--- src/rtl/axi4lite_pkg.sv ---
// Shared AXI4-Lite response codes and command-master state encoding.
package axi4lite_pkg;

  localparam logic [1:0] RESP_OKAY   = 2'b00;
  localparam logic [1:0] RESP_EXOKAY = 2'b01;
  localparam logic [1:0] RESP_SLVERR = 2'b10;
  localparam logic [1:0] RESP_DECERR = 2'b11;

  typedef enum logic [2:0] {
    IDLE,
    WADDR,
    WRESP,
    RADDR,
    RDATA,
    RSP
  } state_t;

endpackage

--- src/rtl/axi4lite_master_cmd_if.sv ---
// AXI4-Lite bus bundle between the command master and a slave.
interface axi4lite_master_cmd_if #(
  parameter int unsigned ADDR_W = 32,
  parameter int unsigned DATA_W = 32
);
  logic [ADDR_W-1:0]   M_AXI_AWADDR;
  logic [2:0]          M_AXI_AWPROT;
  logic                M_AXI_AWVALID;
  logic                M_AXI_AWREADY;
  logic [DATA_W-1:0]   M_AXI_WDATA;
  logic [DATA_W/8-1:0] M_AXI_WSTRB;
  logic                M_AXI_WVALID;
  logic                M_AXI_WREADY;
  logic [1:0]          M_AXI_BRESP;
  logic                M_AXI_BVALID;
  logic                M_AXI_BREADY;
  logic [ADDR_W-1:0]   M_AXI_ARADDR;
  logic [2:0]          M_AXI_ARPROT;
  logic                M_AXI_ARVALID;
  logic                M_AXI_ARREADY;
  logic [DATA_W-1:0]   M_AXI_RDATA;
  logic [1:0]          M_AXI_RRESP;
  logic                M_AXI_RVALID;
  logic                M_AXI_RREADY;

  modport master (
    output M_AXI_AWADDR, M_AXI_AWPROT, M_AXI_AWVALID, input M_AXI_AWREADY,
    output M_AXI_WDATA, M_AXI_WSTRB, M_AXI_WVALID, input M_AXI_WREADY,
    input M_AXI_BRESP, M_AXI_BVALID, output M_AXI_BREADY,
    output M_AXI_ARADDR, M_AXI_ARPROT, M_AXI_ARVALID, input M_AXI_ARREADY,
    input M_AXI_RDATA, M_AXI_RRESP, M_AXI_RVALID, output M_AXI_RREADY
  );

  modport slave (
    input M_AXI_AWADDR, M_AXI_AWPROT, M_AXI_AWVALID, output M_AXI_AWREADY,
    input M_AXI_WDATA, M_AXI_WSTRB, M_AXI_WVALID, output M_AXI_WREADY,
    output M_AXI_BRESP, M_AXI_BVALID, input M_AXI_BREADY,
    input M_AXI_ARADDR, M_AXI_ARPROT, M_AXI_ARVALID, output M_AXI_ARREADY,
    output M_AXI_RDATA, M_AXI_RRESP, M_AXI_RVALID, input M_AXI_RREADY
  );
endinterface

--- src/rtl/axi4lite_wdog.sv ---
// Response-wait watchdog: counts enabled cycles, flags the last allowed one.
module axi4lite_wdog #(
  parameter int unsigned C_TIMEOUT_CYCLES = 256
) (
  input  logic clk,
  input  logic rst,
  input  logic clear,
  input  logic enable,
  output logic expired
);
  localparam int unsigned CW = (C_TIMEOUT_CYCLES < 2) ? 1 : $clog2(C_TIMEOUT_CYCLES);
  localparam logic [CW-1:0] LAST = CW'((C_TIMEOUT_CYCLES == 0) ? 0 : C_TIMEOUT_CYCLES - 1);

  logic [CW-1:0] cnt;

  // Expiry is flagged during the Nth enabled cycle so the owner leaves on that edge.
  assign expired = (C_TIMEOUT_CYCLES != 0) && enable && (cnt == LAST);

  always_ff @(posedge clk) begin
    if (rst || clear) begin
      cnt <= '0;
    end else if (enable && !expired) begin
      cnt <= cnt + 1'b1;
    end
  end
endmodule

--- src/rtl/axi4lite_master_cmd.sv ---
// Single-outstanding AXI4-Lite master driven by a simple command/response handshake.
module axi4lite_master_cmd
  import axi4lite_pkg::*;
#(
  parameter int unsigned C_M_AXI_ADDR_WIDTH = 32,
  parameter int unsigned C_M_AXI_DATA_WIDTH = 32,
  parameter int unsigned C_TIMEOUT_CYCLES   = 256
) (
  input  logic                            M_AXI_ACLK,
  input  logic                            M_AXI_ARESET,
  input  logic                            CMD_VALID,
  output logic                            CMD_READY,
  input  logic                            CMD_WRITE,
  input  logic [C_M_AXI_ADDR_WIDTH-1:0]   CMD_ADDR,
  input  logic [C_M_AXI_DATA_WIDTH-1:0]   CMD_WDATA,
  input  logic [C_M_AXI_DATA_WIDTH/8-1:0] CMD_WSTRB,
  input  logic [2:0]                      CMD_PROT,
  output logic                            RSP_VALID,
  input  logic                            RSP_READY,
  output logic [C_M_AXI_DATA_WIDTH-1:0]   RSP_RDATA,
  output logic [1:0]                      RSP_RESP,
  output logic                            RSP_WRITE,
  output logic                            RSP_TIMEOUT,
  axi4lite_master_cmd_if.master           m_axi
);
  state_t                          state;
  logic [C_M_AXI_ADDR_WIDTH-1:0]   addr_q;
  logic [C_M_AXI_DATA_WIDTH-1:0]   wdata_q;
  logic [C_M_AXI_DATA_WIDTH/8-1:0] strb_q;
  logic [2:0]                      prot_q;
  logic awvalid_q, wvalid_q, arvalid_q, bready_q, rready_q;
  logic wait_rsp, expired;

  assign m_axi.M_AXI_AWADDR  = addr_q;
  assign m_axi.M_AXI_AWPROT  = prot_q;
  assign m_axi.M_AXI_AWVALID = awvalid_q;
  assign m_axi.M_AXI_WDATA   = wdata_q;
  assign m_axi.M_AXI_WSTRB   = strb_q;
  assign m_axi.M_AXI_WVALID  = wvalid_q;
  assign m_axi.M_AXI_BREADY  = bready_q;
  assign m_axi.M_AXI_ARADDR  = addr_q;
  assign m_axi.M_AXI_ARPROT  = prot_q;
  assign m_axi.M_AXI_ARVALID = arvalid_q;
  assign m_axi.M_AXI_RREADY  = rready_q;

  // Counter sits cleared outside the response-wait states, so entry always starts at zero.
  assign wait_rsp = (state == WRESP) || (state == RDATA);

  axi4lite_wdog #(.C_TIMEOUT_CYCLES(C_TIMEOUT_CYCLES)) u_wdog (
    .clk     (M_AXI_ACLK),
    .rst     (M_AXI_ARESET),
    .clear   (!wait_rsp),
    .enable  (wait_rsp),
    .expired (expired)
  );

  always_ff @(posedge M_AXI_ACLK) begin
    if (M_AXI_ARESET) begin
      state       <= IDLE;
      CMD_READY   <= 1'b1;
      bready_q    <= 1'b1;
      rready_q    <= 1'b1;
      awvalid_q   <= 1'b0;
      wvalid_q    <= 1'b0;
      arvalid_q   <= 1'b0;
      addr_q      <= '0;
      wdata_q     <= '0;
      strb_q      <= '0;
      prot_q      <= '0;
      RSP_VALID   <= 1'b0;
      RSP_RDATA   <= '0;
      RSP_RESP    <= '0;
      RSP_WRITE   <= 1'b0;
      RSP_TIMEOUT <= 1'b0;
    end else begin
      case (state)
        IDLE: begin
          if (CMD_VALID) begin
            addr_q    <= CMD_ADDR;
            wdata_q   <= CMD_WDATA;
            strb_q    <= CMD_WSTRB;
            prot_q    <= CMD_PROT;
            CMD_READY <= 1'b0;
            bready_q  <= 1'b0;
            rready_q  <= 1'b0;
            if (CMD_WRITE) begin
              awvalid_q <= 1'b1;
              wvalid_q  <= 1'b1;
              state     <= WADDR;
            end else begin
              arvalid_q <= 1'b1;
              state     <= RADDR;
            end
          end
        end
        WADDR: begin
          if (m_axi.M_AXI_AWREADY) awvalid_q <= 1'b0;
          if (m_axi.M_AXI_WREADY)  wvalid_q  <= 1'b0;
          // A channel already done counts as complete regardless of its READY.
          if ((!awvalid_q || m_axi.M_AXI_AWREADY) && (!wvalid_q || m_axi.M_AXI_WREADY)) begin
            bready_q <= 1'b1;
            state    <= WRESP;
          end
        end
        WRESP: begin
          if (m_axi.M_AXI_BVALID || expired) begin
            bready_q    <= 1'b0;
            RSP_VALID   <= 1'b1;
            RSP_RDATA   <= '0;
            RSP_WRITE   <= 1'b1;
            RSP_TIMEOUT <= !m_axi.M_AXI_BVALID;
            RSP_RESP    <= m_axi.M_AXI_BVALID ? m_axi.M_AXI_BRESP : RESP_SLVERR;
            state       <= RSP;
          end
        end
        RADDR: begin
          if (m_axi.M_AXI_ARREADY) begin
            arvalid_q <= 1'b0;
            rready_q  <= 1'b1;
            state     <= RDATA;
          end
        end
        RDATA: begin
          if (m_axi.M_AXI_RVALID || expired) begin
            rready_q    <= 1'b0;
            RSP_VALID   <= 1'b1;
            RSP_WRITE   <= 1'b0;
            RSP_TIMEOUT <= !m_axi.M_AXI_RVALID;
            RSP_RDATA   <= m_axi.M_AXI_RVALID ? m_axi.M_AXI_RDATA : '0;
            RSP_RESP    <= m_axi.M_AXI_RVALID ? m_axi.M_AXI_RRESP : RESP_SLVERR;
            state       <= RSP;
          end
        end
        RSP: begin
          if (RSP_READY) begin
            RSP_VALID <= 1'b0;
            CMD_READY <= 1'b1;
            bready_q  <= 1'b1;
            rready_q  <= 1'b1;
            state     <= IDLE;
          end
        end
        default: state <= IDLE;
      endcase
    end
  end
endmodule

--- src/flat_wrapper.sv ---
// flat-port wrapper written by rule: the top's interface ports become plain ports
module axi4lite_master_cmd_flat import axi4lite_pkg::*;
#(
  parameter int unsigned C_M_AXI_ADDR_WIDTH = 32,
  parameter int unsigned C_M_AXI_DATA_WIDTH = 32,
  parameter int unsigned C_TIMEOUT_CYCLES   = 256
)
  (M_AXI_ACLK, M_AXI_ARESET, CMD_VALID, CMD_READY, CMD_WRITE, CMD_ADDR, CMD_WDATA, CMD_WSTRB, CMD_PROT, RSP_VALID, RSP_READY, RSP_RDATA, RSP_RESP, RSP_WRITE, RSP_TIMEOUT, m_axi_M_AXI_AWADDR, m_axi_M_AXI_AWPROT, m_axi_M_AXI_AWVALID, m_axi_M_AXI_AWREADY, m_axi_M_AXI_WDATA, m_axi_M_AXI_WSTRB, m_axi_M_AXI_WVALID, m_axi_M_AXI_WREADY, m_axi_M_AXI_BRESP, m_axi_M_AXI_BVALID, m_axi_M_AXI_BREADY, m_axi_M_AXI_ARADDR, m_axi_M_AXI_ARPROT, m_axi_M_AXI_ARVALID, m_axi_M_AXI_ARREADY, m_axi_M_AXI_RDATA, m_axi_M_AXI_RRESP, m_axi_M_AXI_RVALID, m_axi_M_AXI_RREADY);
  axi4lite_master_cmd_if #(.ADDR_W(32), .DATA_W(32)) m_axi_i ();
  input  logic M_AXI_ACLK;
  input  logic M_AXI_ARESET;
  input  logic CMD_VALID;
  output logic CMD_READY;
  input  logic CMD_WRITE;
  input  logic [C_M_AXI_ADDR_WIDTH-1:0] CMD_ADDR;
  input  logic [C_M_AXI_DATA_WIDTH-1:0] CMD_WDATA;
  input  logic [C_M_AXI_DATA_WIDTH/8-1:0] CMD_WSTRB;
  input  logic [2:0] CMD_PROT;
  output logic RSP_VALID;
  input  logic RSP_READY;
  output logic [C_M_AXI_DATA_WIDTH-1:0] RSP_RDATA;
  output logic [1:0] RSP_RESP;
  output logic RSP_WRITE;
  output logic RSP_TIMEOUT;
  output wire logic [$bits(m_axi_i.M_AXI_AWADDR)-1:0] m_axi_M_AXI_AWADDR;
  output wire logic [$bits(m_axi_i.M_AXI_AWPROT)-1:0] m_axi_M_AXI_AWPROT;
  output wire logic [$bits(m_axi_i.M_AXI_AWVALID)-1:0] m_axi_M_AXI_AWVALID;
  input wire logic [$bits(m_axi_i.M_AXI_AWREADY)-1:0] m_axi_M_AXI_AWREADY;
  output wire logic [$bits(m_axi_i.M_AXI_WDATA)-1:0] m_axi_M_AXI_WDATA;
  output wire logic [$bits(m_axi_i.M_AXI_WSTRB)-1:0] m_axi_M_AXI_WSTRB;
  output wire logic [$bits(m_axi_i.M_AXI_WVALID)-1:0] m_axi_M_AXI_WVALID;
  input wire logic [$bits(m_axi_i.M_AXI_WREADY)-1:0] m_axi_M_AXI_WREADY;
  input wire logic [$bits(m_axi_i.M_AXI_BRESP)-1:0] m_axi_M_AXI_BRESP;
  input wire logic [$bits(m_axi_i.M_AXI_BVALID)-1:0] m_axi_M_AXI_BVALID;
  output wire logic [$bits(m_axi_i.M_AXI_BREADY)-1:0] m_axi_M_AXI_BREADY;
  output wire logic [$bits(m_axi_i.M_AXI_ARADDR)-1:0] m_axi_M_AXI_ARADDR;
  output wire logic [$bits(m_axi_i.M_AXI_ARPROT)-1:0] m_axi_M_AXI_ARPROT;
  output wire logic [$bits(m_axi_i.M_AXI_ARVALID)-1:0] m_axi_M_AXI_ARVALID;
  input wire logic [$bits(m_axi_i.M_AXI_ARREADY)-1:0] m_axi_M_AXI_ARREADY;
  input wire logic [$bits(m_axi_i.M_AXI_RDATA)-1:0] m_axi_M_AXI_RDATA;
  input wire logic [$bits(m_axi_i.M_AXI_RRESP)-1:0] m_axi_M_AXI_RRESP;
  input wire logic [$bits(m_axi_i.M_AXI_RVALID)-1:0] m_axi_M_AXI_RVALID;
  output wire logic [$bits(m_axi_i.M_AXI_RREADY)-1:0] m_axi_M_AXI_RREADY;
  assign m_axi_M_AXI_AWADDR = m_axi_i.M_AXI_AWADDR;
  assign m_axi_M_AXI_AWPROT = m_axi_i.M_AXI_AWPROT;
  assign m_axi_M_AXI_AWVALID = m_axi_i.M_AXI_AWVALID;
  assign m_axi_i.M_AXI_AWREADY = m_axi_M_AXI_AWREADY;
  assign m_axi_M_AXI_WDATA = m_axi_i.M_AXI_WDATA;
  assign m_axi_M_AXI_WSTRB = m_axi_i.M_AXI_WSTRB;
  assign m_axi_M_AXI_WVALID = m_axi_i.M_AXI_WVALID;
  assign m_axi_i.M_AXI_WREADY = m_axi_M_AXI_WREADY;
  assign m_axi_i.M_AXI_BRESP = m_axi_M_AXI_BRESP;
  assign m_axi_i.M_AXI_BVALID = m_axi_M_AXI_BVALID;
  assign m_axi_M_AXI_BREADY = m_axi_i.M_AXI_BREADY;
  assign m_axi_M_AXI_ARADDR = m_axi_i.M_AXI_ARADDR;
  assign m_axi_M_AXI_ARPROT = m_axi_i.M_AXI_ARPROT;
  assign m_axi_M_AXI_ARVALID = m_axi_i.M_AXI_ARVALID;
  assign m_axi_i.M_AXI_ARREADY = m_axi_M_AXI_ARREADY;
  assign m_axi_i.M_AXI_RDATA = m_axi_M_AXI_RDATA;
  assign m_axi_i.M_AXI_RRESP = m_axi_M_AXI_RRESP;
  assign m_axi_i.M_AXI_RVALID = m_axi_M_AXI_RVALID;
  assign m_axi_M_AXI_RREADY = m_axi_i.M_AXI_RREADY;
  axi4lite_master_cmd #(.C_M_AXI_ADDR_WIDTH(C_M_AXI_ADDR_WIDTH), .C_M_AXI_DATA_WIDTH(C_M_AXI_DATA_WIDTH), .C_TIMEOUT_CYCLES(C_TIMEOUT_CYCLES)) u_core (.M_AXI_ACLK(M_AXI_ACLK), .M_AXI_ARESET(M_AXI_ARESET), .CMD_VALID(CMD_VALID), .CMD_READY(CMD_READY), .CMD_WRITE(CMD_WRITE), .CMD_ADDR(CMD_ADDR), .CMD_WDATA(CMD_WDATA), .CMD_WSTRB(CMD_WSTRB), .CMD_PROT(CMD_PROT), .RSP_VALID(RSP_VALID), .RSP_READY(RSP_READY), .RSP_RDATA(RSP_RDATA), .RSP_RESP(RSP_RESP), .RSP_WRITE(RSP_WRITE), .RSP_TIMEOUT(RSP_TIMEOUT), .m_axi(m_axi_i));
endmodule
--- config.mk ---
export PLATFORM = sky130hd
export DESIGN_NAME = axi4lite_master_cmd_flat
export DESIGN_NICKNAME = d
export VERILOG_FILES = /design/src/rtl/axi4lite_pkg.sv /design/src/rtl/axi4lite_master_cmd_if.sv /design/src/rtl/axi4lite_wdog.sv /design/src/rtl/axi4lite_master_cmd.sv /design/src/flat_wrapper.sv
export SDC_FILE = /design/constraint.sdc
export NUM_CORES = 1
export LEC_CHECK = 0
export CAP_MARGIN = 25
export CELL_PAD_IN_SITES_DETAIL_PLACEMENT = 1
export CELL_PAD_IN_SITES_GLOBAL_PLACEMENT = 1
export CORE_MARGIN = 2
export CORE_UTILIZATION = 26
export CTS_BUF_LIST = sky130_fd_sc_hd__clkbuf_4 sky130_fd_sc_hd__clkbuf_8
export DETAILED_ROUTE_END_ITERATION = 10
export HOLD_SLACK_MARGIN = 0.15
export PLACE_DENSITY = 0.8
export SLEW_MARGIN = 10
export SYNTH_ARGS = -nofsm -noshare
export SYNTH_HDL_FRONTEND = slang
export SYNTH_SLANG_ARGS = --single-unit
--- constraint.sdc ---
create_clock -name M_AXI_ACLK -period 1.8 [get_ports M_AXI_ACLK]
set_clock_uncertainty 0.2 [all_clocks]
set_input_delay 0.18 -clock M_AXI_ACLK [delete_from_list [all_inputs] [get_ports M_AXI_ACLK]]
set_output_delay 0.18 -clock M_AXI_ACLK [all_outputs]
set_load 0.02 [all_outputs]
; Yosys cells after proc, flatten, opt, wreduce, memory -nomap -nowiden
; Index checks and enable logic that the tools add are counted.
[totals]
ff_bits = 125
[classes]
n_addsub = 1
n_eq_ne = 16
n_mux = 44
n_reduce_logical = 33
[ops]
columns = operator, count
row1 = two-way mux 32 bit, 3
row2 = case mux 32 bit (2 select lines), 1
row3 = two-way mux 1 bit, 18
row4 = two-way mux 3 bit, 6
row5 = "inequality test 2 bit, second input constant", 9
row6 = case mux 3 bit (6 select lines), 1
row7 = AND reduction 4 bit, 4
row8 = case mux 1 bit (2 select lines), 6
row9 = two-way mux 2 bit, 5
row10 = AND reduction 5 bit, 2
row11 = "adder 8 x 1 -> 8 bit, second input constant", 1
row12 = "equality test 8 bit, second input constant", 1
row13 = case mux 1 bit (4 select lines), 2
row14 = nonzero test 2 bit, 4
row15 = nonzero test 4 bit, 2
row16 = "equality test 3 x 2 -> 1 bit, second input constant", 2
row17 = "equality test 3 bit, second input constant", 2
row18 = zero test 1 bit, 6
row19 = logical OR 1 bit, 6
row20 = AND reduction 3 bit, 2
row21 = AND reduction 6 bit, 1
row22 = case mux 2 bit (2 select lines), 1
row23 = "equality test 3 x 1 -> 1 bit, second input constant", 1
row24 = logical AND 1 bit, 3
row25 = 5 further kinds, 5

; Logic depth before layout (Yosys ltp)
[depth]
ltp_word = 6
depth_mapped = 9
mapped_depth_nobuf = 6

; Cells and area by module
; Synthesis repeated with hierarchy kept, for this count alone.
[unflattened]
cells_unflattened = 604
area_unflattened_um2 = 5124.9
[modules_own_cells]
columns = module, instances, cells_per_inst, area_each_um2, seq_area_each_um2
row1 = axi4lite_master_cmd, 1, 555, 4657.0, 2342.2
row2 = axi4lite_wdog, 1, 49, 467.9, 160.2

; Worst setup path after synthesis
; Ideal clock, no wire load.
[synth_timing]
path_type = flip-flop to flip-flop
startpoint = register u_core.u_wdog.cnt[0]
endpoint = register u_core.RSP_RESP[0]
setup_time_ns = 0.067
arrival_time_ns = 1.552
slack_ns = -0.020
stages_incl_launch_ff = 9
n_path_buf = 2
synth_period_minus_slack_ns = 1.820
path_cell_list = dfxtp_1 ha_1 nand3_1 nor2_4 a221oi_4 buf_6 buf_8 nand2_2 a21oi_2
[synth_via]
elab_chain_cells = 5
elab_cells_between_ends = 7
[synth_rtl]
columns = element, line_no
row1 = from (decl), axi4lite_wdog.sv:14  ; logic [CW-1:0] cnt;
row2 = from (signal assigned), axi4lite_wdog.sv:23  ; cnt <= cnt + 1'b1;
row3 = equality test 8 bit *, axi4lite_wdog.sv:17  ; assign expired = (C_TIMEOUT_CYCLES != 0) && enable && (cnt == LAST);
row4 = logical AND 1 bit *, axi4lite_wdog.sv:17
row5 = "logical OR 1 bit, on equally long branches", "axi4lite_master_cmd.sv:106, axi4lite_master_cmd.sv:124"
row6 = inequality test 2 bit (no source line), n/a
row7 = AND reduction 3 bit (no source line) *, n/a
row8 = to (signal assigned), axi4lite_master_cmd.sv:112  ; RSP_RESP <= m_axi.M_AXI_BVALID ? m_axi.M_AXI_BRESP : RESP_SLVERR;
row9 = to (signal assigned), axi4lite_master_cmd.sv:130  ; RSP_RESP <= m_axi.M_AXI_RVALID ? m_axi.M_AXI_RRESP : RESP_SLVERR;
row10 = to (decl), axi4lite_master_cmd.sv:21  ; output logic [1:0] RSP_RESP,
; Mark *: on every way between the ends. The rest lies on a longest branch, timed or not.
; A chain may end at the register's enable or synchronous reset.

; Final worst setup path
[layout_timing]
startpoint = register u_core.state[2]
endpoint = register u_core.state[0]
[layout_via]
elab_chain_cells = 6
elab_cells_between_ends = 18
[layout_rtl]
columns = element, line_no
row1 = from (decl), axi4lite_master_cmd.sv:26  ; state_t state;
row2 = from (signal assigned), axi4lite_master_cmd.sv:59  ; state <= IDLE;
row3 = from (signal assigned), axi4lite_master_cmd.sv:89  ; state <= WADDR;
row4 = from (signal assigned), axi4lite_master_cmd.sv:92  ; state <= RADDR;
row5 = equality test 3 x 2 -> 1 bit or equality test 3 bit (tied branches), "axi4lite_master_cmd.sv:47, axi4lite_master_cmd.sv:76"
row6 = logical OR 1 bit, axi4lite_master_cmd.sv:47  ; assign wait_rsp = (state == WRESP) || (state == RDATA);
row7 = logical AND 1 bit, axi4lite_wdog.sv:17
row8 = "logical OR 1 bit, on equally long branches", "axi4lite_master_cmd.sv:106, axi4lite_master_cmd.sv:124"
row9 = inequality test 2 bit (no source line), n/a
row10 = AND reduction 6 bit (no source line), n/a
; Parallel ways exist; a longest one is shown, timed or not.

==> impl.org <==
** Outcome
- Run status :: finished, violations left
- Violated checks :: negative setup slack

** Power
- IR analysis of the VDD net gives a maximum drop of between 0.4 and 0.5 mV.
- The clock network accounts for 22.7% of the total power.
- For this design the ratio of total power to cell area is between 1000 and 1500 nW/um2.
- In this run, flip-flops and latches consume about a third of the power.
- In this run the static leakage power is between 4 and 5 nW.
- In this run the power spent charging and discharging nets is ~0.0045 W.
- Combinational logic is responsible for 45.8% of the overall power.
- The internal power of the cells totals between 0.007 and 0.008 W.
- The design draws around 0.012 W.
- Net switching is a little under 40% of the power.

** Finish
- Commonest cells after routing, fill and taps aside :: sky130_fd_sc_hd__nand2_1 (147), sky130_fd_sc_hd__dlygate4sd2_1 (131), sky130_fd_sc_hd__dfxtp_1 (120)
- Compared with the post-synthesis result, the final layout area differs by 84.5%.
- # diodes :: 0
- After the last flow step, the layout net total stands at 1058.
- In the final layout, the share of cells above drive strength 1 is ~18%.
- The library cell used most frequently in the layout, excluding fill and tap cells, is sky130_fd_sc_hd__nand2_1.

** Placed design
- In this run the tool buffered the top-level ports with about 270 buffer cells.
- Routability-driven placement finished with a final weighted congestion of 0.761.
- Worst setup slack before clock tree synthesis :: -0.113 ns
- The HPWL after detailed placement is roughly 13000 um.

** Clocking
- In this run the number of H-tree levels came out at 4.
- Clock tree synthesis inserted a total of 17 buffers.
- After clock tree synthesis, the clock-pin slew on the worst setup and hold paths is about 0.08 ns.
- CTS placed an instance of sky130_fd_sc_hd__clkbuf_8 at the clock tree root.
- No sink is reached through more buffers than the 2 on the longest clock path.
- Number of clock sinks :: around 130
- The clock reaches the later pin of the worst-skew pair after 0.44 ns.
- CTS tree :: built

** Yosys
- Top flip-flop cell by instance count after synthesis :: sky130_fd_sc_hd__dfxtp_1
- The number of nets handed over by synthesis was 714.
- Count of flip-flops with a built-in enable after synthesis :: 0
- Syn Area/Cell :: 8.64 um2
- Synthesized flop and latch total :: ~130
- Biggest area contributors in the synthesized netlist :: sky130_fd_sc_hd__dfxtp_1 (49%), sky130_fd_sc_hd__nand2_1 (11%), sky130_fd_sc_hd__a21oi_1 (8.0%), sky130_fd_sc_hd__a22oi_2 (6.6%), sky130_fd_sc_hd__buf_4 (5.2%)
- For this run, asynchronously set or reset flops after synthesis account for 0%.
- The largest total area in the synthesized netlist belongs to sky130_fd_sc_hd__dfxtp_1.
- Yosys cell types :: 51
- Summed over its instances, the top area cell type makes up roughly half of the synthesized netlist area.
- Synthesis produced a netlist whose cell count is ~600.
- The Yosys step of the flow raised 0 warnings.
- Area of the mapped netlist :: 5150 um2
- Sequential fraction of the synthesis area :: between 40% and 50%

** Floorplan
- Total core area :: 19500 um2
- The die covers about 21000 um2.
- Starting density of the core :: 26.5%
- Vertical die dimension :: ~140 um
- The floorplan has between 50 and 60 rows.
- roughly 270 I/O pins were placed.
- Horizontal extent of the die :: ~140 um

** STA
- Final number of setup-violating endpoints :: 5
- In this run the tightest slew margin relative to its limit is 69.6%.
- Tightest Pin Transition :: around 0.46 ns
- Setup repair after global routing could not meet its margin everywhere.
- The hold violation count in the final report came to 0.
- FMAX :: approximately 550 MHz
- Across all setup checks in the final design, the least slack found is -0.0131 ns.
- The worst path uses 101% of the clock period.
- Max-slew violation total from the final report :: 0
- The worst path in the final design needs a cycle of 1.81 ns, including I/O delays and setup.

** Global routing
- The first global-routing pass estimated between 30000 and 40000 um of wire.
- Maximum number of pins on one net before global-route repair :: 69
- After global routing the overflow that remains totals 0.
- Total global routing track utilization :: a little under a fifth
- The via count of the first global-routing pass came to around 5800.
- Number of antenna violations at the first check in global routing :: 0

** Detailed routing
- After detailed routing, the number of remaining DRC violations is 0.
- For this block, the initial DRC count from the detailed router was ~160.
- Vias per cell :: 4.51
- Post-DRT Antenna Nets :: 0
- Via Count :: between 5000 and 6000
- Wirelength, routed :: 21200 um
- Routed wire per std cell :: ~17 um
- Drt pass-1 iters :: 6

** Critical path
- The worst setup path is of the flop to flop kind.
- The worst setup path is captured at a flop.
- In this design, the stage delay of the slowest critical-path cell is around 0.40 ns.
- Of all nets on the critical path, the largest fanout is 7.
- Ordered cell list for the critical path :: inv_1 > or3_4 > buf_4 > o31ai_4 > o21ai_1 > a21oi_1
- Data arrival time of the critical path :: 1.98 ns
- The slowest stage of the critical path is the sky130_fd_sc_hd__dfxtp_4 cell.
- Required time at the worst-slack endpoint :: 1.96 ns
- CP startpoint kind :: flop
- The kind of cell with the highest combined delay along the critical path is compound AO/OA/AOI/OAI gates.
- Bufs and invs on worst path :: 2
- Across all register-to-register paths, the minimum setup slack is -0.01 ns.

** Worst hold path
- Type of the tightest min-delay check :: input port to flop

** Run
- Max-capacitance violation count :: 0
-- per-stage QoR --
step	util [%]	hold slack, ns	instance area, um2	cells	setup TNS, ns
finish	48.8	0.172	9500	1218	-0.0281
global route	48.8	0.159	9500	1218	-2.97
CTS	47.1	0.151	9180	1209	-0.00818
detailed placement	41.7	0.248	8110	1100	-3.00
global placement	41.7	0.240	8110	1100	-0.564
floorplan	-	0.116	5150	596	0
-- cell type report --
cell class	count	area, um2
clock buffer	18	248
clock inverter	14	168
fill	2198	9960
inverter	8	30.0
multi-input combinational	386	2270
sequential	125	2520
tap	265	332
timing repair buffer	402	3940
-- flip-flops by register name (all words and copies together) (netlist names), 2 cells and up --
signal / cells
u_core.RSP_RDATA: 32
u_core.m_axi.M_AXI_ARADDR: 32
u_core.m_axi.M_AXI_WDATA: 32
u_core.u_wdog.cnt: 8
u_core.m_axi.M_AXI_WSTRB: 4
u_core.m_axi.M_AXI_ARPROT: 3
u_core.state: 3
u_core.RSP_RESP: 2
-- cell families (layout without fill, tap and decap cells) --
kind of cell	count (synthesis)	count (layout)	synth area share [%]
adder cells (fa/ha/maj)	1	1	0.243
AO/OA/AOI/OAI	141	141	20.2
buffers and inverters	85	442	9.99
XOR/XNOR	7	7	1.19
multiplexers	1	1	0.194
AND/OR/NAND/NOR	236	236	19.6
flip-flops	125	125	48.6
-- worst paths after layout --
| kind | from | end | cells after the start |
|---|---|---|---|
| max | u_core.state[2] | u_core.state[0] | 6 |
| min | CMD_ADDR[13] | u_core.m_axi.M_AXI_ARADDR[13] | 3 |
| max reg2reg | u_core.state[2] | u_core.state[0] | 6 |
| min reg2reg | u_core.m_axi.M_AXI_WDATA[22] | u_core.m_axi.M_AXI_WDATA[22] | 2 |
-- worst register-to-register path: stages (launching register included) --
cell	delay [ns]
sky130_fd_sc_hd__dfxtp_4	0.40
sky130_fd_sc_hd__inv_1	0.07
sky130_fd_sc_hd__or3_4	0.35
sky130_fd_sc_hd__buf_4	0.15
sky130_fd_sc_hd__o31ai_4	0.32
sky130_fd_sc_hd__o21ai_1	0.10
sky130_fd_sc_hd__a21oi_1	0.15
-- power groups by stage --
stage | clock network (W) | registers [W] | logic, W
global placement | 0 | 0.00365 | 0.00485
CTS | 0.00274 | 0.00362 | 0.00477
detailed placement | 0 | 0.00367 | 0.00492
floorplan | 0 | 0.00414 | 0.00226
global route | 0.00289 | 0.00371 | 0.00572
finish | 0.00264 | 0.00365 | 0.00532
-- routing by layer --
layer  track usage (%)  up-vias  routed length (um)
li1                  -     2653                   -
met4              6.03        0                 518
met5                 0        -                   0
met1              20.5     2590                8420
met3              7.24       33                1770
met2              32.5      213               10500
-- synthesized netlist by cell type, types with 3 or more instances --
cell                       count
sky130_fd_sc_hd__nor3_1        9
sky130_fd_sc_hd__a22oi_2      27
sky130_fd_sc_hd__inv_1         8
sky130_fd_sc_hd__nor2_1       41
sky130_fd_sc_hd__nand3_1       9
sky130_fd_sc_hd__buf_6         4
sky130_fd_sc_hd__o21ai_0       7
sky130_fd_sc_hd__or3_1         3
sky130_fd_sc_hd__nand2_2       3
sky130_fd_sc_hd__a21oi_2       3
sky130_fd_sc_hd__nand2_1     150
sky130_fd_sc_hd__buf_4        36
sky130_fd_sc_hd__clkbuf_1     21
sky130_fd_sc_hd__xnor2_1       6
sky130_fd_sc_hd__a22oi_1       6
sky130_fd_sc_hd__a21oi_1      82
sky130_fd_sc_hd__dfxtp_1     125
sky130_fd_sc_hd__buf_2        15
sky130_fd_sc_hd__nor2_2        6
-- repair_timing --
action / CTS / global route
setup buffers: 1 / 4
pin swaps: 1 / 8
hold buffers: 76 / 1
gates cloned: 0 / 4
hold endpoints to repair: 95 / 1
endpoints found under the setup margin: 190 / 119
resized for setup: 143 / 56
Note: power is estimated with default switching activity, not from simulation.
